### config.mk
export PLATFORM = sky130hd
export DESIGN_NAME = control_unit
export DESIGN_NICKNAME = d
export VERILOG_FILES = /design/src/rtl/control_unit.sv
export SDC_FILE = /design/constraint.sdc
export NUM_CORES = 1
export LEC_CHECK = 0
export CAP_MARGIN = 20
export CELL_PAD_IN_SITES_DETAIL_PLACEMENT = 0
export CELL_PAD_IN_SITES_GLOBAL_PLACEMENT = 1
export CORE_AREA = 4 4 60 62
export DETAILED_ROUTE_END_ITERATION = 16
export DIE_AREA = 0 0 64 66
export PLACE_DENSITY = 0.78
export SETUP_SLACK_MARGIN = 0.05
export SKIP_LAST_GASP = 1
export SYNTH_ARGS = -nofsm -noshare
export SYNTH_HDL_FRONTEND = slang
export SYNTH_SLANG_ARGS = --single-unit
### constraint.sdc
create_clock -name clk -period 3.75 [get_ports clk]
set_clock_uncertainty 0.2 [all_clocks]
set_input_delay 0.75 -clock clk [delete_from_list [all_inputs] [get_ports clk]]
set_output_delay 0.75 -clock clk [all_outputs]
set_load 0.005 [all_outputs]
### src/rtl/control_unit.sv
// control_unit: instruction decoder and sequencing control for the 16-bit
// accumulator CPU. All control outputs are combinational; the only state is
// a halt latch that is set by HLT and cleared only by reset.
module control_unit (
  input  logic        clk,
  input  logic        rst_n,
  input  logic [15:0] instr,
  input  logic        ready,
  input  logic [3:0]  flags,
  output logic        branch,
  output logic        ret,
  output logic        loadPC,
  output logic        push,
  output logic        op_stack,
  output logic [4:0]  opsel,
  output logic [1:0]  sel_srcA,
  output logic [1:0]  sel_srcB,
  output logic [1:0]  data_addr_sel,
  output logic        wr_to_data_mem,
  output logic [1:0]  mem_data_wr_sel,
  output logic        reg_from_mem,
  output logic        extra_write_X,
  output logic        wr_X,
  output logic        wr_Y,
  output logic        wr_ACC,
  output logic        save_flags
);

  localparam logic [0:0] ST_RUN  = 1'b0;
  localparam logic [0:0] ST_HALT = 1'b1;

  localparam logic [4:0] OP_PASS = 5'b00000;
  localparam logic [4:0] OP_CMP  = 5'b00110;
  localparam logic [4:0] OP_TST  = 5'b00111;
  localparam logic [4:0] OP_MUL  = 5'b01100;
  localparam logic [4:0] OP_DIV  = 5'b01101;
  localparam logic [4:0] OP_MOD  = 5'b01110;

  logic [0:0] r_state;
  logic [0:0] w_state_nxt;
  logic       w_hlt;
  logic       w_multi;
  logic       w_cond;
  logic [3:0] w_sub;
  logic [1:0] w_reg;
  logic       w_unused;

  assign w_hlt    = (instr[15:10] == 6'b000001);
  assign w_sub    = instr[13:10];
  assign w_reg    = instr[9:8];
  assign w_multi  = (instr[13:9] == OP_MUL) || (instr[13:9] == OP_DIV) ||
                    (instr[13:9] == OP_MOD);
  // Low instruction bits carry no control information.
  assign w_unused = &{1'b0, instr[4:0]};

  // Halt latch register.
  always_ff @(posedge clk or negedge rst_n) begin
    if (!rst_n) r_state <= ST_RUN;
    else        r_state <= w_state_nxt;
  end

  // Halt latch next state: enter on HLT, never leave except by reset.
  always_comb begin
    w_state_nxt = r_state;
    if (w_hlt) w_state_nxt = ST_HALT;
  end

  // Branch condition from the stored flags {Z,N,C,V}.
  always_comb begin
    w_cond = 1'b0;
    case (w_sub)
      4'b0000: w_cond = 1'b1;
      4'b0001: w_cond = flags[3];
      4'b0010: w_cond = ~flags[3];
      4'b0011: w_cond = flags[2];
      4'b0100: w_cond = ~flags[2];
      4'b0101: w_cond = flags[1];
      4'b0110: w_cond = ~flags[1];
      4'b0111: w_cond = flags[0];
      4'b1000: w_cond = ~flags[0];
      default: w_cond = 1'b0;
    endcase
  end

  // Control decode.
  always_comb begin
    branch          = 1'b0;
    ret             = 1'b0;
    loadPC          = 1'b1;
    push            = 1'b0;
    op_stack        = 1'b0;
    opsel           = 5'b00000;
    sel_srcA        = 2'b00;
    sel_srcB        = 2'b00;
    data_addr_sel   = 2'b00;
    wr_to_data_mem  = 1'b0;
    mem_data_wr_sel = 2'b00;
    reg_from_mem    = 1'b0;
    extra_write_X   = 1'b0;
    wr_X            = 1'b0;
    wr_Y            = 1'b0;
    wr_ACC          = 1'b0;
    save_flags      = 1'b0;
    if (!rst_n || w_hlt || (r_state == ST_HALT)) begin
      loadPC = 1'b0;
    end else begin
      case (instr[15:14])
        2'b01: begin
          opsel    = instr[13:9];
          sel_srcA = instr[8:7];
          sel_srcB = instr[6:5];
          if (w_multi && !ready) begin
            loadPC = 1'b0;
          end else begin
            save_flags    = 1'b1;
            wr_ACC        = (instr[13:9] != OP_CMP) && (instr[13:9] != OP_TST);
            extra_write_X = (instr[13:9] == OP_MUL);
          end
        end
        2'b10: begin
          if (w_sub <= 4'b1001) data_addr_sel = w_reg;
          case (w_sub)
            4'b0000: begin reg_from_mem = 1'b1; wr_ACC = 1'b1; end
            4'b0001: begin reg_from_mem = 1'b1; wr_X   = 1'b1; end
            4'b0010: begin reg_from_mem = 1'b1; wr_Y   = 1'b1; end
            4'b0011: begin wr_to_data_mem = 1'b1; mem_data_wr_sel = 2'b00; end
            4'b0100: begin wr_to_data_mem = 1'b1; mem_data_wr_sel = 2'b01; end
            4'b0101: begin wr_to_data_mem = 1'b1; mem_data_wr_sel = 2'b10; end
            4'b0110: begin opsel = OP_PASS; sel_srcA = 2'b00; wr_X   = 1'b1; end
            4'b0111: begin opsel = OP_PASS; sel_srcA = 2'b00; wr_Y   = 1'b1; end
            4'b1000: begin opsel = OP_PASS; sel_srcA = 2'b01; wr_ACC = 1'b1; end
            4'b1001: begin opsel = OP_PASS; sel_srcA = 2'b10; wr_ACC = 1'b1; end
            4'b1010: begin
              if (w_reg != 2'b11) begin
                op_stack        = 1'b1;
                push            = 1'b1;
                wr_to_data_mem  = 1'b1;
                data_addr_sel   = 2'b11;
                mem_data_wr_sel = w_reg;
              end
            end
            4'b1011: begin
              if (w_reg != 2'b11) begin
                op_stack      = 1'b1;
                data_addr_sel = 2'b11;
                reg_from_mem  = 1'b1;
                wr_ACC        = (w_reg == 2'b00);
                wr_X          = (w_reg == 2'b01);
                wr_Y          = (w_reg == 2'b10);
              end
            end
            default: ;
          endcase
        end
        2'b11: begin
          case (w_sub)
            4'b1001: begin
              branch          = 1'b1;
              op_stack        = 1'b1;
              push            = 1'b1;
              wr_to_data_mem  = 1'b1;
              data_addr_sel   = 2'b11;
              mem_data_wr_sel = 2'b11;
            end
            4'b1010: begin
              ret           = 1'b1;
              op_stack      = 1'b1;
              data_addr_sel = 2'b11;
            end
            default: branch = w_cond;
          endcase
        end
        default: ;
      endcase
    end
  end

endmodule

# Yosys cells after proc, flatten, opt, wreduce, memory -nomap -nowiden
# Index checks and enable logic that the tools add are counted.
# Widths: inputs -> output; s select.
# totals
input_bits	23
ff_bits	1
output_inout_bits	25
word_cells	107
# classes
reduce_logical	17
n_mux	61
eq_ne	23
bitwise_logic	4
order_cmp	1
# ops
cell	n
$mux 1	32
$mux 2	11
$pmux 1 s2	10
$eq 4x3->1 const B	4
$eq 4x4->1 const B	4
$pmux 2 s2	4
$eq 5x4->1 const B	3
$mux 5	2
$ne 5x3->1 const B	2
$pmux 1 s9	1
$reduce_or 3->1	3
$eq 4x2->1 const B	2
$reduce_or 2->1	4
$eq 2x2->1 const B	3
$eq 6x1->1 const B	1
$pmux 2 s3	1
$eq 2x1->1 const B	2
$eq 4x1->1 const B	1
$le 4x4->1 const B	1
$logic_not 4->1	1
$logic_or 1x1->1	4
$not 1->1	4
$logic_and 1x1->1	2
$logic_not 1->1	2
2 further kinds	2

# Depth between registers and ports, before layout
# Gate-level depths: netlist (run 1).
# depth
ltp_word	7
mapped_depth	7
depth_no_buf	6

# Worst setup path after synthesis (run 1)
# Ideal clock, no wire load.
# synth_path
path_kind	in2out
start	input instr[11]
end	output wr_to_data_mem
required_ps	2800
path_stages	4
path_slack_ps	919
arrival_time_ps	1881
path_buffers	1
path_cell_list	or4b_4 o211a_1 buf_6 a41o_1
# synth_via
elab_chain_len	5
elab_cells_between_ends	13
classes_between	6 x eq/ne; 4 x mux; 3 x reduce/logical
# synth_rtl
item	line	source
from (decl)	7	input logic [15:0] instr,
$eq 4x3->1 / $eq 4x2->1 (equally long branches)	122	case (w_sub)
$reduce_or 3->1 (no source line)	n/a	
$pmux 1 s2	122	
$pmux 1 s2	107	case (instr[15:14])
$mux 1 (*)	104	if (!rst_n || w_hlt || (r_state == ST_HALT)) begin
to (decl)	19	output logic wr_to_data_mem,
# Mark *: on every way between the ends. The rest lies on a longest branch, timed or not.

# Worst setup path in the final report (run 1)
# layout_path
start	input instr[13]
end	output data_addr_sel[1]
# layout_via
elab_chain_len	6
elab_cells_between_ends	15
classes_between	1 x order compare; 4 x eq/ne; 6 x mux; 4 x reduce/logical
# layout_rtl
item	line	source
$le 4x4->1	121	if (w_sub <= 4'b1001) data_addr_sel = w_reg;
$mux 2	121	
$mux 2	134, 143	
$mux 2	n/a	
$pmux 2 s2	107	
$mux 2 (*)	104	
to (decl)	18	output logic [1:0] data_addr_sel,
# Marked as above.

==> impl_summary.txt, run 1 <==
----------------------------------------------------
[Yosys]
  Main flop type after synthesis ... sky130_fd_sc_hd__dfrtp_1
  Count of different cell masters after synthesis ... 39
  Post-synthesis cell area ... 704 um2
  Largest area contributor in the synthesized netlist ... sky130_fd_sc_hd__nor2_1
  Total nets after synthesis ... 140
  Leading post-synthesis cells by cell area ... sky130_fd_sc_hd__nor2_1, sky130_fd_sc_hd__ha_1, sky130_fd_sc_hd__nand2_1, sky130_fd_sc_hd__a21oi_1, sky130_fd_sc_hd__and3_1
  Count of flip-flops with a built-in enable after synthesis ... 0
  Number of standard cells after synthesis ... 113
  #FFs+latches synth ... 1
  Number of warnings issued by yosys ... 0
  Average cell area after synthesis ... 6.23 um2
  Share of flip-flops with an asynchronous set or reset ... 100%
  Fraction of post-synthesis cell area in the top cell type by area ... 7.46%
  Part of the Yosys area used for sequential elements ... roughly 3.6%

[Final layout]
  Antenna diode count ... 0
  Max FFs per register ... 1
  Proportion of layout cells with a drive suffix above 1 ... approximately 15%
  Synth-to-layout area growth ... 84.9%
  Register containing the most flip-flops in the final layout ... r_state
  NumNets Final ... 191
  Biggest regs ... r_state (1)
  Summed area of non-filler cells in the final layout ... 0.00130 mm2

[Detailed routing]
  Routed wire length ... 2.71 mm
  Total vias in the final route ... 1030
  Drt drc ... 0
  Detailed-router iteration count before antenna repair ... 4
  Average wire length per cell after detail routing ... 13.1 um
  Remaining antenna violation count after routing ... 0
  Number of DRC violations after detailed-routing iteration 0 ... 42
  Vias per inst ... 5.00

[Worst setup path]
  Minimum setup slack among reg-to-reg paths ... 2.83 ns
  Capture point of the worst path ... data_addr_sel[1]
  Data required time at the worst endpoint ... 2.80 ns
  Critical setup path kind ... in2out
  Crit path capture type ... output port
  CP max FO ... 6
  Number of cell instances on the worst register-to-register path ... 2
  Kind of start point of the critical path ... primary input
  CP Launch Point ... instr[13]
  Worst reg2reg startpoint ... r_state
  Worst r2r dst ... r_state
  Data arrival time of the critical path ... 2.75 ns

[Placement]
  Placed instance area ... 0.00123 mm2
  Weighted congestion at the end of routability-driven global placement ... approximately 0.85
  Count of input and output buffers ... 42
  Final HPWL from detailed placement ... 2.13 mm

[GRT]
  GRT Util Overall ... approximately 13%
  Vias in the first global route ... 974
  Wire length of the first global-routing pass ... 4.53 mm
  Total congestion overflow ... 0
  Initial antenna violation count ... 0
  Maximum number of pins on one net before global-route repair ... 25

[Clock tree]
  Clock slew at reported path FFs ... 0 ns
  Clk Latency, worst-skew pair ... 0 ns

[Timing]
  Rel. slew slack ... 79.3%
  Worst slew pin tran ... approximately 0.31 ns
  Setup repair after global routing missed its margin ... true
  Worst Hold Slack ... 0.318 ns
  Total setup violations reported at the end of the flow ... 0
  Final number of hold-violating endpoints ... 0
  Final period util ... 98.6%
  Post-layout minimum cycle time ... ~3.7 ns
  Final-report max-slew violation count ... 0
  Maximum operating frequency ... 0.270 GHz

[Outcome]
  Run status ... completed

[Job]
  Count of max-cap constraint violations ... 0

[Die]
  Placeable core area ... 0.00303 mm2
  Initial Util ... 23.3%
  Core Rows ... 20
  Overall die area ... 0.00422 mm2
  Overall die height ... 66 um
  Boundary pin count ... 48
  Die width ... 64 um

[Power]
  Pleak ... 0.600 nW
  Max rail drop VDD ... 0.0000392 V
  Total power per unit cell area ... 68.4 mW/mm2

[Hold path]
  Tightest Hold Check Type ... reg2reg

----------------------------------------------------
==> layout make-up <==
class                      count  area (um2)
fill                         337        1730
multi-input combinational     96         646
timing repair buffer          58         551
tap                           44        55.1
inverter                       7        26.3
sequential                     1        25.0
==> where the power goes <==
group | switching (W) | internal (W)
Clock | 0 | 0
Combinational | 0.0000390 | 0.0000391
Sequential | 0 | 0.0000110
Total | 0.0000390 | 0.0000501
==> cells in the mapped netlist (2+ instances only) <==
master / instances
sky130_fd_sc_hd__o22ai_1: 2
sky130_fd_sc_hd__nand2_1: 13
sky130_fd_sc_hd__a211oi_1: 2
sky130_fd_sc_hd__nand2b_1: 4
sky130_fd_sc_hd__nand3_1: 3
sky130_fd_sc_hd__nand3b_1: 4
sky130_fd_sc_hd__nor2b_1: 4
sky130_fd_sc_hd__a21oi_1: 9
sky130_fd_sc_hd__ha_1: 4
sky130_fd_sc_hd__nor2_1: 14
sky130_fd_sc_hd__clkbuf_1: 5
sky130_fd_sc_hd__nor3_1: 2
sky130_fd_sc_hd__buf_2: 2
sky130_fd_sc_hd__and3_1: 7
sky130_fd_sc_hd__inv_1: 7
sky130_fd_sc_hd__a21boi_0: 2
sky130_fd_sc_hd__nand4_1: 2
sky130_fd_sc_hd__o21ai_0: 6
==> worst max-delay path, cell delays in order <==
cell	delay, ns
sky130_fd_sc_hd__clkdlybuf4s50_1	0.42
sky130_fd_sc_hd__or4b_4	0.57
sky130_fd_sc_hd__buf_4	0.17
sky130_fd_sc_hd__o211ai_4	0.20
sky130_fd_sc_hd__buf_6	0.15
sky130_fd_sc_hd__a21oi_1	0.04
sky130_fd_sc_hd__clkdlybuf4s50_1	0.45
==> logic make-up (layout without fill, tap and decap cells) <==
family                   count (synthesis)  count (layout)  share of synthesized area, %
AO/OA/AOI/OAI                           33              33                          32.9
XOR/XNOR                                 1               1                          1.24
adder cells (fa/ha/maj)                  4               4                          7.11
buffers and inverters                   16              65                          10.5
flip-flops                               1               1                          3.55
AND/OR/NAND/NOR                         58              58                          44.8
==> metal layers <==
layer  share of wire [%]  global-route usage (%)
met5                   0                       0
met4                   0                    1.62
met3                 5.4                   0.510
met2                  48                    20.9
met1                  46                    18.4
==> worst min path at each step <==
| stage | start | endpoint | depth (start not counted) |
|---|---|---|---|
| 6_report | r_state | r_state | 2 |
| 5_1_grt | r_state | r_state | 2 |
| 4_1_cts | r_state | r_state | 2 |
| 3_5_place_dp | r_state | r_state | 2 |
| 3_3_place_gp | r_state | r_state | 2 |
| 2_1_floorplan | rst_n | r_state | 0 |
==> per-stage QoR <==
step	setup TNS, ns	instances	utilization (%)	setup slack (ns)	total power [W]
5_1_grt	0	206	43.0	0.00511	0.0000969
6_report	0	206	43.0	0.0519	0.0000891
4_1_cts	0	204	41.2	0.0306	0.0000865
3_5_place_dp	-0.0571	203	40.6	-0.0323	0.0000850
3_3_place_gp	-0.0161	203	40.6	-0.0161	0.0000837
2_1_floorplan	0	113	-	0.919	0.0000468
==> placed cells by master (no fill, tap or decap), types with 2 or more instances in the layout <==
cell type	count
sky130_fd_sc_hd__clkdlybuf4s50_1	35
sky130_fd_sc_hd__buf_4	15
sky130_fd_sc_hd__nor2_1	14
sky130_fd_sc_hd__nand2_1	13
sky130_fd_sc_hd__a21oi_1	8
sky130_fd_sc_hd__inv_1	7
sky130_fd_sc_hd__and3_1	7
sky130_fd_sc_hd__o21ai_0	6
sky130_fd_sc_hd__nor2b_1	4
sky130_fd_sc_hd__nand2b_1	4
sky130_fd_sc_hd__nand3b_1	4
sky130_fd_sc_hd__ha_1	4
sky130_fd_sc_hd__dlymetal6s2s_1	4
sky130_fd_sc_hd__nand3_1	3
sky130_fd_sc_hd__dlygate4sd2_1	3
sky130_fd_sc_hd__o22ai_1	2
sky130_fd_sc_hd__a21oi_2	2
sky130_fd_sc_hd__nand4_1	2
==> repair_timing <==
item | 4_1_cts | 5_1_grt
gates resized for setup | 7 | 10
pin swaps | 2 | 0
endpoints found under the setup margin | 23 | 20
setup buffers | 1 | 2
hold buffers | 0 | 0
Power figures use the tool's default switching activity.
==> inputs of run 2 (changes only) <==
Settings changed: CORE_AREA 4 4 60 62 to 8 8 64 66, DIE_AREA 0 0 64 66 to 0 0 72 74, SLEW_MARGIN from default to 20.
==> run 2 against run 1 <==
  * Cell count up 1.5%
  * Register-to-register slack worse by 0.03 ns
  * Combinational power up 3.3%
  * Routed wire length up 10%
  * Critical path depth down 2
  * Largest cell class unchanged
  * Final area up 4.4%
  * Fmax up 1.0%
  * Critical path type unchanged
==> impl_summary.txt, run 2 (same netlist as run 1, synthesis figures left out) <==
----------------------------------------------------
[Hold path]
  Tightest Hold Check Type ... reg2reg
  Min-Delay Path Depth ... 2 (unchanged)
  Hold endpoint ... r_state
  Min-delay src ... r_state

[Worst setup path]
  Worst reg2reg startpoint ... r_state
  Kind of start point of the critical path ... primary input
  Minimum setup slack among reg-to-reg paths ... 2.80 ns (-0.03 ns)
  Data required time at the worst endpoint ... 2.80 ns (about the same)
  Number of cell instances on the worst register-to-register path ... 2 (unchanged)
  Crit-path most repeated cell ... sky130_fd_sc_hd__clkdlybuf4s50_1
  Data arrival time of the critical path ... 2.71 ns (-0.04 ns)
  Worst path max stage delay ... 0.60 ns (+0.03 ns)
  Ordered list of cells on the worst path ... clkdlybuf4s50_1 > or4b_4 > o211a_4 > and3_1 > clkdlybuf4s50_1
  CP Launch Point ... instr[11]
  Worst r2r dst ... r_state
  Top Family by Delay on Critical Path ... buffers and inverters
  Number of buffer and inverter stages on the critical path ... 2 (-2)
  CP max FO ... 5 (-1)
  Critical setup path kind ... in2out
  Crit path capture type ... output port
  Highest-delay cell along the critical path ... sky130_fd_sc_hd__or4b_4

[Timing]
  Maximum operating frequency ... 0.273 GHz (+1.0%)
  Setup TNS ... 0 ns (unchanged)
  Worst slew pin tran ... 0.313 ns (+0.00336 ns)
  Final period util ... 97.6% (-0.98 points)
  Post-layout minimum cycle time ... 3.66 ns (-0.0366 ns)
  Final number of hold-violating endpoints ... 0 (unchanged)
  Setup repair after global routing missed its margin ... true
  Total setup violations reported at the end of the flow ... 0 (unchanged)
  Final-report max-slew violation count ... 0 (unchanged)
  Rel. slew slack ... 78.9% (-0.44 points)

[Placement]
  Count of input and output buffers ... 42 (unchanged)
  Post-Place Cells ... 206 (+1.5%)
  Weighted congestion at the end of routability-driven global placement ... 0.860 (+0.62%)
  Final HPWL from detailed placement ... 2.28 mm (+7.1%)

[Detailed routing]
  Detailed-router iteration count before antenna repair ... 4 (unchanged)
  Number of DRC violations after detailed-routing iteration 0 ... 81 (+93%)
  Total vias in the final route ... 1045 (+1.5%)
  Vias per inst ... 5.00 (unchanged)
  Average wire length per cell after detail routing ... 14.3 um (+8.7%)
  Remaining antenna violation count after routing ... 0 (unchanged)
  Routed wire length ... 2.99 mm (+10%)
  Drt drc ... 0 (unchanged)

[Final layout]
  Commonest non-fill, non-tap cells in the layout ... sky130_fd_sc_hd__clkdlybuf4s50_1, sky130_fd_sc_hd__dlymetal6s2s_1, sky130_fd_sc_hd__nor2_1, sky130_fd_sc_hd__buf_4, sky130_fd_sc_hd__nand2_1
  Register containing the most flip-flops in the final layout ... r_state
  NumNets Final ... 192 (+0.52%)
  Fill cell instance count of the final layout ... 344 (+2.1%)
  Final instance count without filler cells ... 209 (+1.5%)
  Biggest regs ... r_state (1)
  Max FFs per register ... 1 (unchanged)
  Antenna diode count ... 0 (unchanged)
  Proportion of layout cells with a drive suffix above 1 ... 17.8% (+2.4 points)
  Synth-to-layout area growth ... 93.1%
  Commonest non-fill, non-tap cell in the layout ... sky130_fd_sc_hd__clkdlybuf4s50_1

[Power]
  Internal power of the cells ... 0.0000515 W (+2.7%)
  Switching Share ... 43.9% (+0.16 points)
  Share of power burned in combinational logic ... 88.0% (+0.3 points)
  Pleak ... 0.811 nW (+35%)
  Total power per unit cell area ... 67.5 mW/mm2 (-1.3%)
  Net Switching ... 0.0000403 W (+3.4%)
  Clock share of power ... 0% (unchanged)
  Flop pwr share ... 12.0% (-0.3 points)
  Power, Total ... 0.0000918 W (+3.0%)
  Max rail drop VDD ... 0.0000629 V (+60%)

[Die]
  Placeable core area ... 0.00318 mm2 (+5.0%)
  Core Rows ... 21 (+5.0%)
  Boundary pin count ... 48 (unchanged)
  Initial Util ... 22.2% (-1.1 points)
  Overall die area ... 0.00533 mm2 (+26%)
  Overall die height ... 74 um (+12%)
  Die width ... 72 um (+13%)

[GRT]
  Maximum number of pins on one net before global-route repair ... 25 (unchanged)
  GRT Util Overall ... 10.6% (-2.0 points)
  Initial antenna violation count ... 0 (unchanged)
  Total congestion overflow ... 0 (unchanged)
  Wire length of the first global-routing pass ... 4.75 mm (+4.7%)
  Vias in the first global route ... 1004 (+3.1%)

[Outcome]
  Run status ... completed

[Clock tree]
  Count of hold-fix buffers inserted at cts ... 0 (unchanged)
  Clock slew at reported path FFs ... 0 ns (unchanged)
  Clk Latency, worst-skew pair ... 0 ns (unchanged)

[Job]
  Count of max-cap constraint violations ... 0 (unchanged)

----------------------------------------------------
run 2: worst min-delay path: stages, from the launching register on:
cell                      delay (ns)
sky130_fd_sc_hd__dfrtp_1        0.30
sky130_fd_sc_hd__inv_1          0.09
sky130_fd_sc_hd__o21ai_0        0.10
run 2: layer usage:
metal / global-route usage, % / part of all wire (%) / up-vias
met2: 19.9 / 49 / 48
met4: 0 / 0.27 / 0
met5: 0 / 0 / -
met1: 12.9 / 43 / 480
li1: - / - / 515
met3: 2.02 / 7.7 / 2
run 2: cell type report:
class	count	area, um2	share of cell area [%]
Inverter	7	26.3	1.93
Timing Repair Buffer	58	587	43.1
Tap cell	46	57.6	4.23
Sequential cell	1	25.0	1.84
Multi-Input combinational cell	97	664	48.9
run 2: worst max path at each step:
| stage | endpoint | cells past startpoint |
|---|---|---|
| 3_3_place_gp | wr_to_data_mem | 5 |
| 5_1_grt | mem_data_wr_sel[0] | 6 |
| 6_report | opsel[2] | 5 |
| 3_5_place_dp | wr_to_data_mem | 5 |
| 4_1_cts | wr_to_data_mem | 5 |
| 2_1_floorplan | wr_to_data_mem | 4 |
run 2: power by group through the flow:
| stage | Combinational (W) | Clock (W) | Sequential, W |
|---|---|---|---|
| 6_report | 0.0000808 | 0 | 0.0000110 |
| 5_1_grt | 0.0000885 | 0 | 0.0000110 |
| 4_1_cts | 0.0000754 | 0 | 0.0000110 |
| 3_5_place_dp | 0.0000745 | 0 | 0.0000110 |
| 3_3_place_gp | 0.0000731 | 0 | 0.0000110 |
| 2_1_floorplan | 0.0000359 | 0 | 0.0000110 |
run 2: what timing repair did:
item                       CTS  global route
setup endpoints to repair   20            19
pin swaps                    0             1
gates resized for setup      4            28
setup buffers                0             2
cloned                       0             1
run 2: metrics by stage:
| step | hold WS (ns) | cell area (um2) | utilization [%] | worst slack (ns) |
|---|---|---|---|---|
| 2_1_floorplan | 0.249 | 704 | - | 0.919 |
| 3_3_place_gp | 0.268 | 1240 | 39.0 | -0.0450 |
| 3_5_place_dp | 0.284 | 1240 | 39.0 | -0.0532 |
| 4_1_cts | 0.299 | 1250 | 39.2 | 0.0292 |
| 5_1_grt | 0.392 | 1360 | 42.8 | 0.0464 |
| 6_report | 0.337 | 1360 | 42.8 | 0.0885 |
==> inputs of run 3 (changes only) <==
==> constraint.sdc (replaced) <==
create_clock -name clk -period 3.75 [get_ports clk]
set_clock_uncertainty 0.2 [all_clocks]
set_input_delay 0.75 -clock clk [delete_from_list [all_inputs] [get_ports clk]]
set_output_delay 0.75 -clock clk [all_outputs]
set_load 0.02 [all_outputs]
==> run 3 against run 2 <==
  * Sequential share of layout area rose by 0.16 points
  * Worst setup slack improved by 0.018 ns
  * Critical path type unchanged
  * Highest routed layer is now met3
  * Flip-flop and latch count did not move
==> impl_summary.txt, run 3 (same netlist as run 1, synthesis figures left out) <==
----------------------------------------------------
[Worst setup path]
  Minimum setup slack among reg-to-reg paths ... 2.84 ns (+0.04 ns)
  Crit path capture type ... output port
  Number of cell instances on the worst register-to-register path ... 2 (unchanged)
  Data arrival time of the critical path ... 2.69 ns (-0.02 ns)
  Capture point of the worst path ... wr_to_data_mem
  Critical setup path kind ... in2out
  CP max FO ... 11 (+6)
  Worst r2r dst ... r_state
  CP Launch Point ... instr[11]
  Kind of start point of the critical path ... primary input
  Worst reg2reg startpoint ... r_state
  Data required time at the worst endpoint ... 2.80 ns (about the same)

[Die]
  Initial Util ... 22.2% (unchanged)
  Die width ... 72 um (unchanged)
  Overall die height ... 74 um (unchanged)
  Boundary pin count ... 48 (unchanged)
  Core Rows ... 21 (unchanged)
  Overall die area ... 0.00533 mm2 (unchanged)
  Placeable core area ... 0.00318 mm2 (unchanged)

[Detailed routing]
  Routed wire length ... 2.82 mm (-5.6%)
  Total vias in the final route ... 1015 (-2.9%)
  Average wire length per cell after detail routing ... 13.5 um (-5.6%)
  Number of DRC violations after detailed-routing iteration 0 ... 59 (-27%)
  Vias per inst ... 4.86 (-2.9%)
  Detailed-router iteration count before antenna repair ... 4 (unchanged)
  Drt drc ... 0 (unchanged)
  Remaining antenna violation count after routing ... 0 (unchanged)

[GRT]
  Vias in the first global route ... 977 (-2.7%)
  Most utilized layer in the global route result ... met2
  GR met2 Demand/Resource ... 18.1% (-1.8 points)
  Total congestion overflow ... 0 (unchanged)
  Met3 global-route usage ... 2.56% (+0.54 points)
  Global routing usage on met1 ... 12.0% (-0.86 points)
  Initial antenna violation count ... 0 (unchanged)
  Maximum number of pins on one net before global-route repair ... 25 (unchanged)
  GRT Util Overall ... 9.92% (-0.70 points)
  Wire length of the first global-routing pass ... 4.51 mm (-5.1%)

[Clock tree]
  Clk Latency, worst-skew pair ... 0 ns (unchanged)
  Count of hold-fix buffers inserted at cts ... 0 (unchanged)
  Clock slew at reported path FFs ... 0 ns (unchanged)

[Power]
  Pleak ... 0.648 nW (-20%)
  Total power per unit cell area ... 70.3 mW/mm2 (+4.1%)
  Power, Total ... 0.0000878 W (-4.4%)
  Max rail drop VDD ... 0.0000475 V (-24%)

[Final layout]
  Biggest regs ... r_state (1)
  Antenna diode count ... 0 (unchanged)
  Commonest non-fill, non-tap cells in the layout ... sky130_fd_sc_hd__dlygate4sd2_1, sky130_fd_sc_hd__clkdlybuf4s50_1, sky130_fd_sc_hd__buf_4
  Max FFs per register ... 1 (unchanged)
  NumNets Final ... 192 (unchanged)
  Synth-to-layout area growth ... 77.4%
  Proportion of layout cells with a drive suffix above 1 ... 13.5% (-4.3 points)
  Register containing the most flip-flops in the final layout ... r_state
  Commonest non-fill, non-tap cell in the layout ... sky130_fd_sc_hd__dlygate4sd2_1

[Outcome]
  Run status ... completed

[Job]
  Count of max-cap constraint violations ... 0 (unchanged)

[Hold path]
  Min-delay src ... r_state
  Tightest Hold Check Type ... reg2reg

[Placement]
  Weighted congestion at the end of routability-driven global placement ... 0.858 (-0.26%)
  Final HPWL from detailed placement ... 2.24 mm (-1.7%)
  Worst slack at placement ... -0.155 ns (-0.102 ns)
  Count of input and output buffers ... 42 (unchanged)

[Timing]
  Final period util ... 97.2% (-0.49 points)
  Setup TNS ... 0 ns (unchanged)
  Final setup slack of the worst path ... 0.107 ns (+0.0183 ns)
  Final-report max-slew violation count ... 0 (unchanged)
  Worst slew pin tran ... 0.292 ns (-0.0207 ns)
  Setup repair after global routing missed its margin ... false
  Final number of hold-violating endpoints ... 0 (unchanged)
  Total setup violations reported at the end of the flow ... 0 (unchanged)
  Post-layout minimum cycle time ... 3.64 ns (-0.0183 ns)
  Rel. slew slack ... 80.4% (+1.5 points)
  Worst Hold Slack ... 0.315 ns (-0.0226 ns)
  Maximum operating frequency ... 0.274 GHz (+0.50%)

----------------------------------------------------
==> run 3: cell count changes in the layout (fill, tap and decap cells not counted), moves of 2 or more <==
cell | previous run | this run
sky130_fd_sc_hd__clkdlybuf4s50_1 | 25 | 17
sky130_fd_sc_hd__dlygate4sd2_1 | 1 | 24
sky130_fd_sc_hd__o211a_4 | 2 | 0
sky130_fd_sc_hd__buf_6 | 2 | 0
sky130_fd_sc_hd__dlymetal6s2s_1 | 16 | 1
sky130_fd_sc_hd__buf_4 | 14 | 17
sky130_fd_sc_hd__nand2_1 | 11 | 13
==> run 3: worst min path at each step <==
stage,cells past startpoint,slack [ns],endpoint
floorplan,0,0.25,r_state
global placement,2,0.27,r_state
detailed placement,2,0.29,r_state
CTS,2,0.31,r_state
global route,2,0.34,r_state
finish,2,0.31,r_state
==> run 3: area by class of cell <==
type / instances / area [um2]
Inverter: 7 / 26.3
Sequential cell: 1 / 25.0
Timing Repair Buffer: 59 / 520
Fill cell: 359 / 1930
Multi-Input combinational cell: 96 / 621
Tap cell: 46 / 57.6
==> run 3: power breakdown <==
part | leakage [nW] | total [W] | internal, W | switching, W
Sequential | 0.00875 | 0.0000110 | 0.0000110 | 0
Combinational | 0.639 | 0.0000768 | 0.0000394 | 0.0000374
Clock | 0 | 0 | 0 | 0
Total | 0.648 | 0.0000878 | 0.0000504 | 0.0000374
==> run 3: metal layers <==
metal / vias up / part of all wire [%]
li1: 511 / -
met3: 0 / 8.6
met2: 34 / 49
met4: 0 / 0
met1: 470 / 43
met5: - / 0
==> run 3: repair_timing <==
item	in CTS	in global routing
pin swaps	0	0
gates resized for setup	28	1
setup buffers	0	0
endpoints found under the setup margin	25	1
==> run 3: per-stage QoR <==
stage               area (um2)  cells  utilization (%)
finish                    1250    209             39.3
global route              1250    209             39.3
CTS                       1250    209             39.2
detailed placement        1260    209             39.7
global placement          1260    209             39.7
floorplan                  704    113                -
==> run 3: worst max-delay path, stage by stage <==
cell and delay (ns):
sky130_fd_sc_hd__clkdlybuf4s50_1 0.42, sky130_fd_sc_hd__or4b_4 0.59, sky130_fd_sc_hd__o211a_2 0.35, sky130_fd_sc_hd__a41o_1 0.26
sky130_fd_sc_hd__dlygate4sd2_1 0.32
